--- config.mk ---
export PLATFORM = sky130hd
export DESIGN_NAME = arbitro_rr
export DESIGN_NICKNAME = d
export VERILOG_FILES = /design/src/rtl/arb_pkg.sv /design/src/rtl/rr_pick.sv /design/src/rtl/arbitro_rr.sv
export SDC_FILE = /design/constraint.sdc
export NUM_CORES = 1
export LEC_CHECK = 0
export ABC_CLOCK_PERIOD_IN_PS = 4500
export CAP_MARGIN = 10
export CORE_MARGIN = 5
export CORE_UTILIZATION = 30
export DETAILED_ROUTE_END_ITERATION = 8
export HOLD_SLACK_MARGIN = 0.05
export PLACE_DENSITY_LB_ADDON = 0.25
export SYNTH_ARGS = -nofsm -noshare
export SYNTH_HDL_FRONTEND = slang
export SYNTH_SLANG_ARGS = --single-unit
--- constraint.sdc ---
create_clock -name clk -period 4.5 [get_ports clk]
set_input_delay 0.9 -clock clk [delete_from_list [all_inputs] [get_ports clk]]
set_output_delay 0.9 -clock clk [all_outputs]
set_load 0.02 [all_outputs]
--- src/rtl/arb_pkg.sv ---
// Shared definitions for the round-robin FIFO arbiter: FSM states,
// source/destination counts and where the destination field sits in a word.
package arb_pkg;

    typedef enum logic [1:0] {
        RESET_ST = 2'd0,
        IDLE     = 2'd1,
        ACTIVE   = 2'd2
    } state_t;

    localparam int NUM_SRC = 4;
    localparam int NUM_DST = 4;
    localparam int DEST_W  = 2;

    // Destination index occupies the two top bits of a word
    function automatic int dest_hi(input int data_w);
        return data_w - 1;
    endfunction

    function automatic int dest_lo(input int data_w);
        return data_w - DEST_W;
    endfunction

endpackage

--- src/rtl/rr_pick.sv ---
// Combinational 4-way rotating priority search: starting at rr_ptr and
// wrapping 3->0, the first eligible source wins.
module rr_pick
    import arb_pkg::*;
(
    input  logic [NUM_SRC-1:0] eligible,
    input  logic [1:0]         rr_ptr,
    output logic               valid,
    output logic [1:0]         grant
);

    // Walk offsets from farthest to nearest so the nearest eligible source is written last
    always_comb begin
        logic [1:0] idx;
        valid = 1'b0;
        grant = rr_ptr;
        idx   = rr_ptr;
        for (int k = NUM_SRC - 1; k >= 0; k--) begin
            idx = rr_ptr + 2'(k);
            if (eligible[idx]) begin
                valid = 1'b1;
                grant = idx;
            end
        end
    end

endmodule

--- src/rtl/arbitro_rr.sv ---
// Round-robin arbiter moving words from four show-ahead input FIFOs to four
// output FIFOs, routed by the destination field in each head word. Strobes are
// combinational from registered state and gated by enable.
// Optional feature macro: ARB_COUNT_EN adds per-destination 8-bit push counters cnt4..cnt7.
module arbitro_rr
    import arb_pkg::*;
#(
    parameter int DATA_W   = 10,
    parameter int AF_DEPTH = 1
) (
    input  logic              clk,
    input  logic              reset,
    input  logic              enable,
    input  logic [DATA_W-1:0] fifo0_out,
    input  logic [DATA_W-1:0] fifo1_out,
    input  logic [DATA_W-1:0] fifo2_out,
    input  logic [DATA_W-1:0] fifo3_out,
    input  logic              fifo0_empty,
    input  logic              fifo1_empty,
    input  logic              fifo2_empty,
    input  logic              fifo3_empty,
    input  logic              fifo4_almost_full,
    input  logic              fifo5_almost_full,
    input  logic              fifo6_almost_full,
    input  logic              fifo7_almost_full,
    output logic              pop0,
    output logic              pop1,
    output logic              pop2,
    output logic              pop3,
    output logic              push4,
    output logic              push5,
    output logic              push6,
    output logic              push7,
    output logic [1:0]        demux0,
    output logic              idle
`ifdef ARB_COUNT_EN
    ,
    output logic [7:0]        cnt4,
    output logic [7:0]        cnt5,
    output logic [7:0]        cnt6,
    output logic [7:0]        cnt7
`endif
);

    localparam int DHI = dest_hi(DATA_W);
    localparam int DLO = dest_lo(DATA_W);
    // Downstream push slack is informational; nothing here depends on it
    localparam int unused_af_depth = AF_DEPTH;

    state_t state, state_nxt;
    logic [1:0] rr_ptr, last_sel;

    logic [NUM_SRC-1:0][DATA_W-1:0] head;
    logic [NUM_SRC-1:0][1:0]        dest;
    logic [NUM_SRC-1:0]             empty, eligible, pop_v;
    logic [NUM_DST-1:0]             afull, push_v;
    logic                           run, valid;
    logic [1:0]                     grant;

    assign head  = {fifo3_out, fifo2_out, fifo1_out, fifo0_out};
    assign empty = {fifo3_empty, fifo2_empty, fifo1_empty, fifo0_empty};
    assign afull = {fifo7_almost_full, fifo6_almost_full, fifo5_almost_full, fifo4_almost_full};

    // Only the destination field of each head word matters for routing
    logic unused_head_bits;
    assign unused_head_bits = ^{fifo0_out[DLO-1:0], fifo1_out[DLO-1:0],
                                fifo2_out[DLO-1:0], fifo3_out[DLO-1:0]};

    // Grants only while ACTIVE and enable is still high, so dropping enable cuts strobes at once
    assign run = (state == ACTIVE) && enable;

    // A source is eligible when it has data and its own destination can accept it
    always_comb begin
        dest     = '0;
        eligible = '0;
        for (int i = 0; i < NUM_SRC; i++) begin
            dest[i]     = head[i][DHI:DLO];
            eligible[i] = run && !empty[i] && !afull[dest[i]];
        end
    end

    rr_pick u_pick (
        .eligible (eligible),
        .rr_ptr   (rr_ptr),
        .valid    (valid),
        .grant    (grant)
    );

    // State register
    always_ff @(posedge clk or negedge reset) begin
        if (!reset) state <= RESET_ST;
        else        state <= state_nxt;
    end

    // Next-state logic
    always_comb begin
        state_nxt = state;
        case (state)
            RESET_ST: state_nxt = IDLE;
            IDLE:     if (enable)  state_nxt = ACTIVE;
            ACTIVE:   if (!enable) state_nxt = IDLE;
            default:  state_nxt = RESET_ST;
        endcase
    end

    // Outputs: one pop with its matching push, source select holds last grant when idle
    always_comb begin
        pop_v  = '0;
        push_v = '0;
        demux0 = last_sel;
        if (valid) begin
            pop_v  = NUM_SRC'(1) << grant;
            push_v = NUM_DST'(1) << dest[grant];
            demux0 = grant;
        end
        idle = (state != ACTIVE) || (&empty);
    end

    assign {pop3, pop2, pop1, pop0}     = pop_v;
    assign {push7, push6, push5, push4} = push_v;

    // Advance the round-robin pointer past the winner and remember the selection
    always_ff @(posedge clk or negedge reset) begin
        if (!reset) begin
            rr_ptr   <= 2'd0;
            last_sel <= 2'd0;
        end else if (valid) begin
            rr_ptr   <= grant + 2'd1;
            last_sel <= grant;
        end
    end

`ifdef ARB_COUNT_EN
    logic [NUM_DST-1:0][7:0] cnt;

    // Per-destination forwarded-word counters, wrapping 255->0
    always_ff @(posedge clk or negedge reset) begin
        if (!reset) begin
            cnt <= '0;
        end else begin
            for (int i = 0; i < NUM_DST; i++)
                if (push_v[i]) cnt[i] <= cnt[i] + 8'd1;
        end
    end

    assign cnt4 = cnt[0];
    assign cnt5 = cnt[1];
    assign cnt6 = cnt[2];
    assign cnt7 = cnt[3];
`endif

endmodule
==> out/results.tsv, run 1 <==
stage	metric	value	unit
outcome	status	completed	
final_layout	utilization	51.3	%
power_and_ir_drop	power.density	431	nW/um^2
timing	finalSetupViolCount	0	
yosys	synth_cell_types	33	
grt	grt_overflow	0	
timing	slew_headroom	55.1	%
power_and_ir_drop	p_total	480	uW
power_and_ir_drop	clkPwrFrac	9.9	%
final_layout	num-fill-cells	217	
timing	rsz0062_at_grt	yes	
placement	hpwl	1440	um
clock_tree	cts_tree	yes	
clock_tree	h-tree-depth	1	
yosys	synth_warnings	0	
worst_setup_path	r2r-end	rr_ptr[1]$_DFFE_PN0N_	
worst_setup_path	reg2regPathDepth	10	
yosys	synth_compound_area_share	20.6	%
final_layout	drive_gt1_share	35.2	%
yosys	synth_area	663	um^2
floorplanning	ios	62	
clock_tree	root_buffer	clkbuf_4	
timing	finalHoldViolations	0	
worst_setup_path	critPathCapture	push5	
detailed_routing	initialDrtViolationCount	10	
power_and_ir_drop	intPower	278	uW
power_and_ir_drop	power_frac_comb	67.5	%
grt	antenna_found_initial	0	
detailed_routing	drt-pass1-iter-count	4	
yosys	synthTopCellsByArea	dfrtp_1 (23%), mux4_2 (10%), mux2i_1 (6.0%), mux2i_2 (4.2%), o2bb2ai_4 (4.2%)	
timing	min_period	4.36	ns
floorplanning	core-area	2170	um^2
timing	period_share	96.8	%
timing	clock_skew	0.000954	ns
yosys	ys_seq_area_share	22.6	%
clock_tree	clock_path_buffers	2	
grt	grtUsageTotal	11.9	%
power_and_ir_drop	switchingPower	202	uW
detailed_routing	avgViaCountPerCell	5.02	
worst_setup_path	critical_path.max_fanout	5	
worst_setup_path	crit_type	input pin to primary output	
detailed_routing	drcViolationCount	0	
final_layout	area_delta_synth_final	67.9	%
clock_tree	cts_sinks	6	
clock_tree	cts_setup_buffers	0	
run	cap_violations	0	
worst_setup_path	cp-start-kind	input pin	
worst_setup_path	critPathCaptureType	primary output	
placement	io_buffer_count	29	
floorplanning	die-area	3250	um^2
clock_tree	cts_made_buffers	3	
yosys	synthXorXnorAreaFrac	1.32	%
worst_setup_path	max_stage_delay	0.51	ns
detailed_routing	antenna_left	0	
power_and_ir_drop	power_frac_seq	22.6	%
worst_setup_path	startpoint	fifo2_out[9]	
yosys	synth_nets	119	
yosys	ys_ff_latch	6	
yosys	yosys.area.top_type	dfrtp_1	
worst_setup_path	timing.rr.start	state[0]$_DFFE_PN0P_	
timing	final_max_slew_viol_count	0	
floorplanning	chipHeight	57.0	um
floorplanning	dieWidth	57.0	um
worst_setup_path	cp_slowest_cell	clkdlybuf4s50_1	
final_layout	layout.nets	160	
yosys	muxShareOfSynthArea	24.3	%
yosys	synthAdderAreaFrac	3.77	%
detailed_routing	post_drt_wl_per_cell	13.1	um
detailed_routing	finalWirelength	1740	um
power_and_ir_drop	ir_worst_vdd	0.000263	V
detailed_routing	vias	668	
clock_tree	worstSkewPairLatency	0.23	ns
worst_setup_path	worstPathRequired	3.60	ns
worst_setup_path	worstPathArrival	3.46	ns
final_layout	antennaDiodeCount	0	
yosys	netlist.area_leader.share	22.6	%
yosys	syn_inst	66	
worst_hold_path	hold_class	flip-flop to flip-flop	
yosys	yosys.area_share.simple	23.8	%
yosys	syn_avg_cell_area	10.0	um^2
grt	grt_pass1_vias	765	
worst_setup_path	crit_chain	clkdlybuf4s50_1, mux4_2, or4_1, a221o_1, o221ai_4, mux2i_1, mux2i_4, nor3b_2, buf_4	
power_and_ir_drop	leakage	0.505	nW
timing	max_slew.worst_pin.slew	0.668	ns
worst_setup_path	r2r_slack	2.10	ns
yosys	synth_top_family_by_area	multiplexers	
floorplanning	initial_utilization	30.6	%
floorplanning	rows	17	
clock_tree	clk_pin_slew	0.04	ns
power_and_ir_drop	switching_share	42.1	%
grt	grt_pass1_wl	3160	um
grt	grt_max_degree	9	
timing	max_freq	229	MHz
placement	gp_congestion	0.752	
cell families after synthesis:
| kind of cell | Yosys count |
|---|---|
| buf+inv | 6 |
| simple gates | 27 |
| compound gates | 14 |
| xor+xnor | 1 |
| mux | 10 |
| fa+ha+maj | 2 |
| flops | 6 |
registers in the layout, indices dropped and copies added (netlist names):
signal,count
rr_ptr,2
last_sel,2
state,2
cell usage in the layout (no fill, tap or decap), types with 2 or more instances in the layout:
cell,instances
clkdlybuf4s15_1,2
dlymetal6s2s_1,4
clkbuf_4,3
nor3_1,4
nand2_1,5
mux2i_2,3
dlygate4sd2_1,4
mux2i_4,2
a21oi_1,2
nor2_1,3
and2_1,3
mux4_2,4
ha_1,2
nor3b_2,2
o21ai_0,3
inv_1,4
or3_1,2
clkbuf_2,2
dfrtp_1,6
buf_4,11
or3_4,2
clkdlybuf4s50_1,13
area by class of cell:
class,count,area [um^2],area share [%]
Sequential cell,6,150,13.5
Multi-Input combinational cell,54,547,49.1
Timing Repair Buffer,38,344,30.9
Clock buffer,3,22.5,2.02
Inverter,4,15.0,1.35
Tap cell,28,35.0,3.15
worst min-delay path by stage:
stage                                        to  slack (ns)  cells after the start                  start
after floorplan            state[0]$_DFFE_PN0P_        0.51                      1   state[0]$_DFFE_PN0P_
after CTS                 last_sel[0]$_DFF_PN0_        0.48                      2  last_sel[0]$_DFF_PN0_
after global routing      last_sel[0]$_DFF_PN0_        0.51                      2  last_sel[0]$_DFF_PN0_
final                     last_sel[0]$_DFF_PN0_        0.48                      2  last_sel[0]$_DFF_PN0_
after global placement    last_sel[0]$_DFF_PN0_        0.46                      2  last_sel[0]$_DFF_PN0_
after detailed placement  last_sel[0]$_DFF_PN0_        0.47                      2  last_sel[0]$_DFF_PN0_
critical path, delay by kind of cell:
kind | cells | cell delay, ns
buffers and inverters | 2 | 0.69
multiplexers | 3 | 0.78
AND/OR/NAND/NOR | 2 | 0.59
AO/OA/AOI/OAI | 2 | 0.50
layer usage:
layer | wire length, um | GRT usage, % | vias up
met5 | 0 | 0 | -
met4 | 0 | 2.98 | 0
met3 | 78 | 2.71 | 0
met2 | 911 | 21.4 | 21
met1 | 752 | 14.3 | 310
li1 | - | - | 337
cells in the mapped netlist, drive strengths merged:
master,n
nand4,1
o21a,1
nand3b,2
and2,3
o2bb2ai,1
xor2,1
dfrtp,6
o221ai,1
and3,1
a21oi,2
o22a,1
a221o,1
clkbuf,1
buf,1
nor3b,2
a21boi,1
ha,2
inv,4
a21o,1
o21ai,3
or3,4
mux4,4
nand2,5
nor3,5
a31oi,1
mux2i,6
or4,1
nor2,3
a2bb2oi,1
power by group through the flow:
stage / clock [mW] / combinational, mW / sequential [mW]
global placement: 0 / 0.298 / 0.109
CTS: 0.0495 / 0.296 / 0.109
finish: 0.0474 / 0.324 / 0.109
detailed placement: 0 / 0.301 / 0.107
floorplan: 0 / 0.191 / 0.101
global route: 0.0546 / 0.358 / 0.114
timing repair:
item / in CTS / in global routing
hold buffers: 0 / 0
resized for setup: 32 / 21
pin swaps: 4 / 3
setup endpoints to repair: 10 / 9
per-stage QoR:
| step | hold slack, ns | cells | area [um^2] | TNS [ns] | setup WS, ns |
|---|---|---|---|---|---|
| final | 0.475 | 133 | 1110 | 0 | 0.142 |
| after global routing | 0.509 | 133 | 1110 | -0.0138 | -0.0138 |
| after CTS | 0.476 | 133 | 1060 | 0 | 0.0156 |
| after detailed placement | 0.471 | 130 | 1050 | -4.04 | -0.593 |
| after global placement | 0.461 | 130 | 1050 | -3.81 | -0.522 |
| after floorplan | 0.507 | 66 | 663 | 0 | 0.359 |
Note: power is estimated with default switching activity, not from simulation.
==> run 2: changes to the inputs <==
--- a/config.mk
+++ b/config.mk
@@ -5,7 +5,7 @@
 export SDC_FILE = /design/constraint.sdc
 export NUM_CORES = 1
 export LEC_CHECK = 0
-export ABC_CLOCK_PERIOD_IN_PS = 4500
+export ABC_CLOCK_PERIOD_IN_PS = 4600
 export CAP_MARGIN = 10
 export CORE_MARGIN = 5
 export CORE_UTILIZATION = 30
==> constraint.sdc (replaced) <==
create_clock -name clk -period 4.6 [get_ports clk]
set_input_delay 0.92 -clock clk [delete_from_list [all_inputs] [get_ports clk]]
set_output_delay 0.92 -clock clk [all_outputs]
set_load 0.05 [all_outputs]
==> out/results.tsv, run 2 (synthesis gave the netlist of run 1 again) <==
stage	metric	value	unit
final_layout	layout.nets	159	
detailed_routing	top_layer_used	met4	
final_layout	layout_common_cells	clkdlybuf4s50_1 (12), buf_4 (10), buf_12 (8)	
timing	clock_skew	0.00486	ns
final_layout	reg.largest.list	last_sel: 2 flops, rr_ptr: 2 flops, state: 2 flops	
worst_setup_path	cp-start-kind	input pin	
timing	final_max_slew_viol_count	0	
floorplanning	chipHeight	57.0	um
floorplanning	dieWidth	57.0	um
grt	grt_pass1_wl	3000	um
grt	grt_max_degree	9	
detailed_routing	drcViolationCount	0	
power_and_ir_drop	leakage	0.529	nW
worst_hold_path	hold_class	flip-flop to flip-flop	
placement	hpwl	1500	um
power_and_ir_drop	switchingPower	250	uW
worst_setup_path	r2r_slack	2.11	ns
worst_setup_path	crit_type	input pin to primary output	
power_and_ir_drop	ir_worst_vdd	0.000269	V
power_and_ir_drop	power.density	459	nW/um^2
detailed_routing	met2_length	999	um
worst_setup_path	worstPathRequired	3.68	ns
clock_tree	worstSkewPairLatency	0.24	ns
timing	period_share	99.3	%
placement	io_buffer_count	29	
placement	dp.cells	128	
final_layout	drive_gt1_share	39.4	%
timing	max_freq	219	MHz
final_layout	antennaDiodeCount	0	
worst_setup_path	worstPathArrival	3.65	ns
power_and_ir_drop	clkPwrFrac	8.6	%
clock_tree	cts_made_buffers	3	
grt	grt_overflow	0	
clock_tree	clk_pin_slew	0.04	ns
detailed_routing	wl_met3	146	um
floorplanning	core-area	2170	um^2
grt	grt_pass1_vias	733	
clock_tree	cts_tree	yes	
detailed_routing	vias	690	
timing	max_slew.worst_pin.slew	0.731	ns
run	cap_violations	0	
outcome	status	completed	
clock_tree	cts_hold_buf	0	
floorplanning	initial_utilization	30.6	%
final_layout	final_cell_count_no_fill	132	
floorplanning	ios	62	
detailed_routing	drt-pass1-iter-count	4	
final_layout	layout_commonest_cell	clkdlybuf4s50_1	
clock_tree	h-tree-depth	1	
detailed_routing	post_drt_wl_per_cell	14.2	um
worst_setup_path	r2r-end	rr_ptr[1]$_DFFE_PN0N_	
power_and_ir_drop	switching_share	45.3	%
clock_tree	cts_sinks	6	
detailed_routing	finalWirelength	1870	um
detailed_routing	initialDrtViolationCount	11	
timing	finalHoldViolations	0	
detailed_routing	met1_length	708	um
worst_setup_path	critical_path.max_fanout	5	
grt	grtUsageTotal	11.6	%
worst_setup_path	reg2regPathDepth	10	
power_and_ir_drop	power_frac_seq	19.1	%
clock_tree	root_buffer	clkbuf_4	
power_and_ir_drop	power_frac_comb	72.3	%
power_and_ir_drop	intPower	302	uW
final_layout	num-fill-cells	195	
floorplanning	rows	17	
placement	gp_congestion	0.690	
detailed_routing	avgViaCountPerCell	5.23	
worst_setup_path	critPathCaptureType	primary output	
floorplanning	die-area	3250	um^2
final_layout	area_delta_synth_final	81.3	%
worst_setup_path	startpoint	fifo2_out[9]	
timing	min_period	4.57	ns
grt	antenna_found_initial	0	
clock_tree	clock_path_buffers	2	
timing	slew_headroom	50.9	%
detailed_routing	antenna_left	0	
timing	finalSetupViolCount	0	
timing	fin_hold_ws	0.487	ns
worst_setup_path	critPathCapture	push5	
worst_setup_path	timing.rr.start	state[0]$_DFFE_PN0P_	
-- run 2: how the worst min path moves through the flow --
stage	startpoint	endpoint	slack [ns]	cells past startpoint
after global routing	last_sel[1]$_DFF_PN0_	last_sel[1]$_DFF_PN0_	0.53	1
after detailed placement	last_sel[1]$_DFF_PN0_	last_sel[1]$_DFF_PN0_	0.48	1
after global placement	last_sel[1]$_DFF_PN0_	last_sel[1]$_DFF_PN0_	0.48	1
final	last_sel[1]$_DFF_PN0_	last_sel[1]$_DFF_PN0_	0.49	1
after floorplan	state[0]$_DFFE_PN0P_	state[0]$_DFFE_PN0P_	0.51	1
after CTS	last_sel[1]$_DFF_PN0_	last_sel[1]$_DFF_PN0_	0.49	1
-- run 2: cell type report --
class,count,area [um^2],area share (%)
well taps,28,35.0,2.91
flip-flops and latches,6,150,12.5
inverters,4,15.0,1.25
clock buffers,3,22.5,1.87
repair buffers,37,435,36.2
multi-input cells,54,544,45.3
-- run 2: power groups by stage --
stage / clock network (mW) / registers [mW] / logic (mW)
after global placement: 0 / 0.105 / 0.350
after global routing: 0.0530 / 0.110 / 0.427
final: 0.0473 / 0.106 / 0.399
after detailed placement: 0 / 0.106 / 0.352
after floorplan: 0 / 0.0990 / 0.230
after CTS: 0.0492 / 0.105 / 0.354
-- run 2: repair_timing --
action | CTS | global route
pin swaps | 5 | 5
cloned | 0 | 0
setup buffers | 0 | 1
endpoints found under the setup margin | 5 | 5
gates resized for setup | 4 | 15
-- run 2: per-layer routing --
layer,up-vias,global-route usage [%]
li1,332,-
met1,322,13.2
met2,34,19.7
met3,2,5.43
met4,0,2.65
met5,-,0
-- run 2: critical path, stage by stage --
cell and delay (ns):
clkdlybuf4s50_1 0.51, mux4_2 0.33, or4_1 0.41, a221o_1 0.38, o221ai_4 0.14, mux2i_2 0.35
mux2i_4 0.12, nor3b_2 0.17, buf_4 0.17, buf_12 0.14
-- run 2: metrics by stage --
step | power [mW] | setup WS, ns | cell area [um^2] | TNS [ns] | util (%)
final | 0.552 | 0.0315 | 1200 | 0 | 55.4
after global routing | 0.591 | -0.0433 | 1200 | -0.0479 | 55.4
after CTS | 0.509 | 0.00782 | 1130 | 0 | 52.0
after detailed placement | 0.458 | -0.138 | 1110 | -0.416 | 51.0
after global placement | 0.455 | -0.114 | 1110 | -0.346 | 51.0
after floorplan | 0.329 | -0.212 | 663 | -0.536 | -
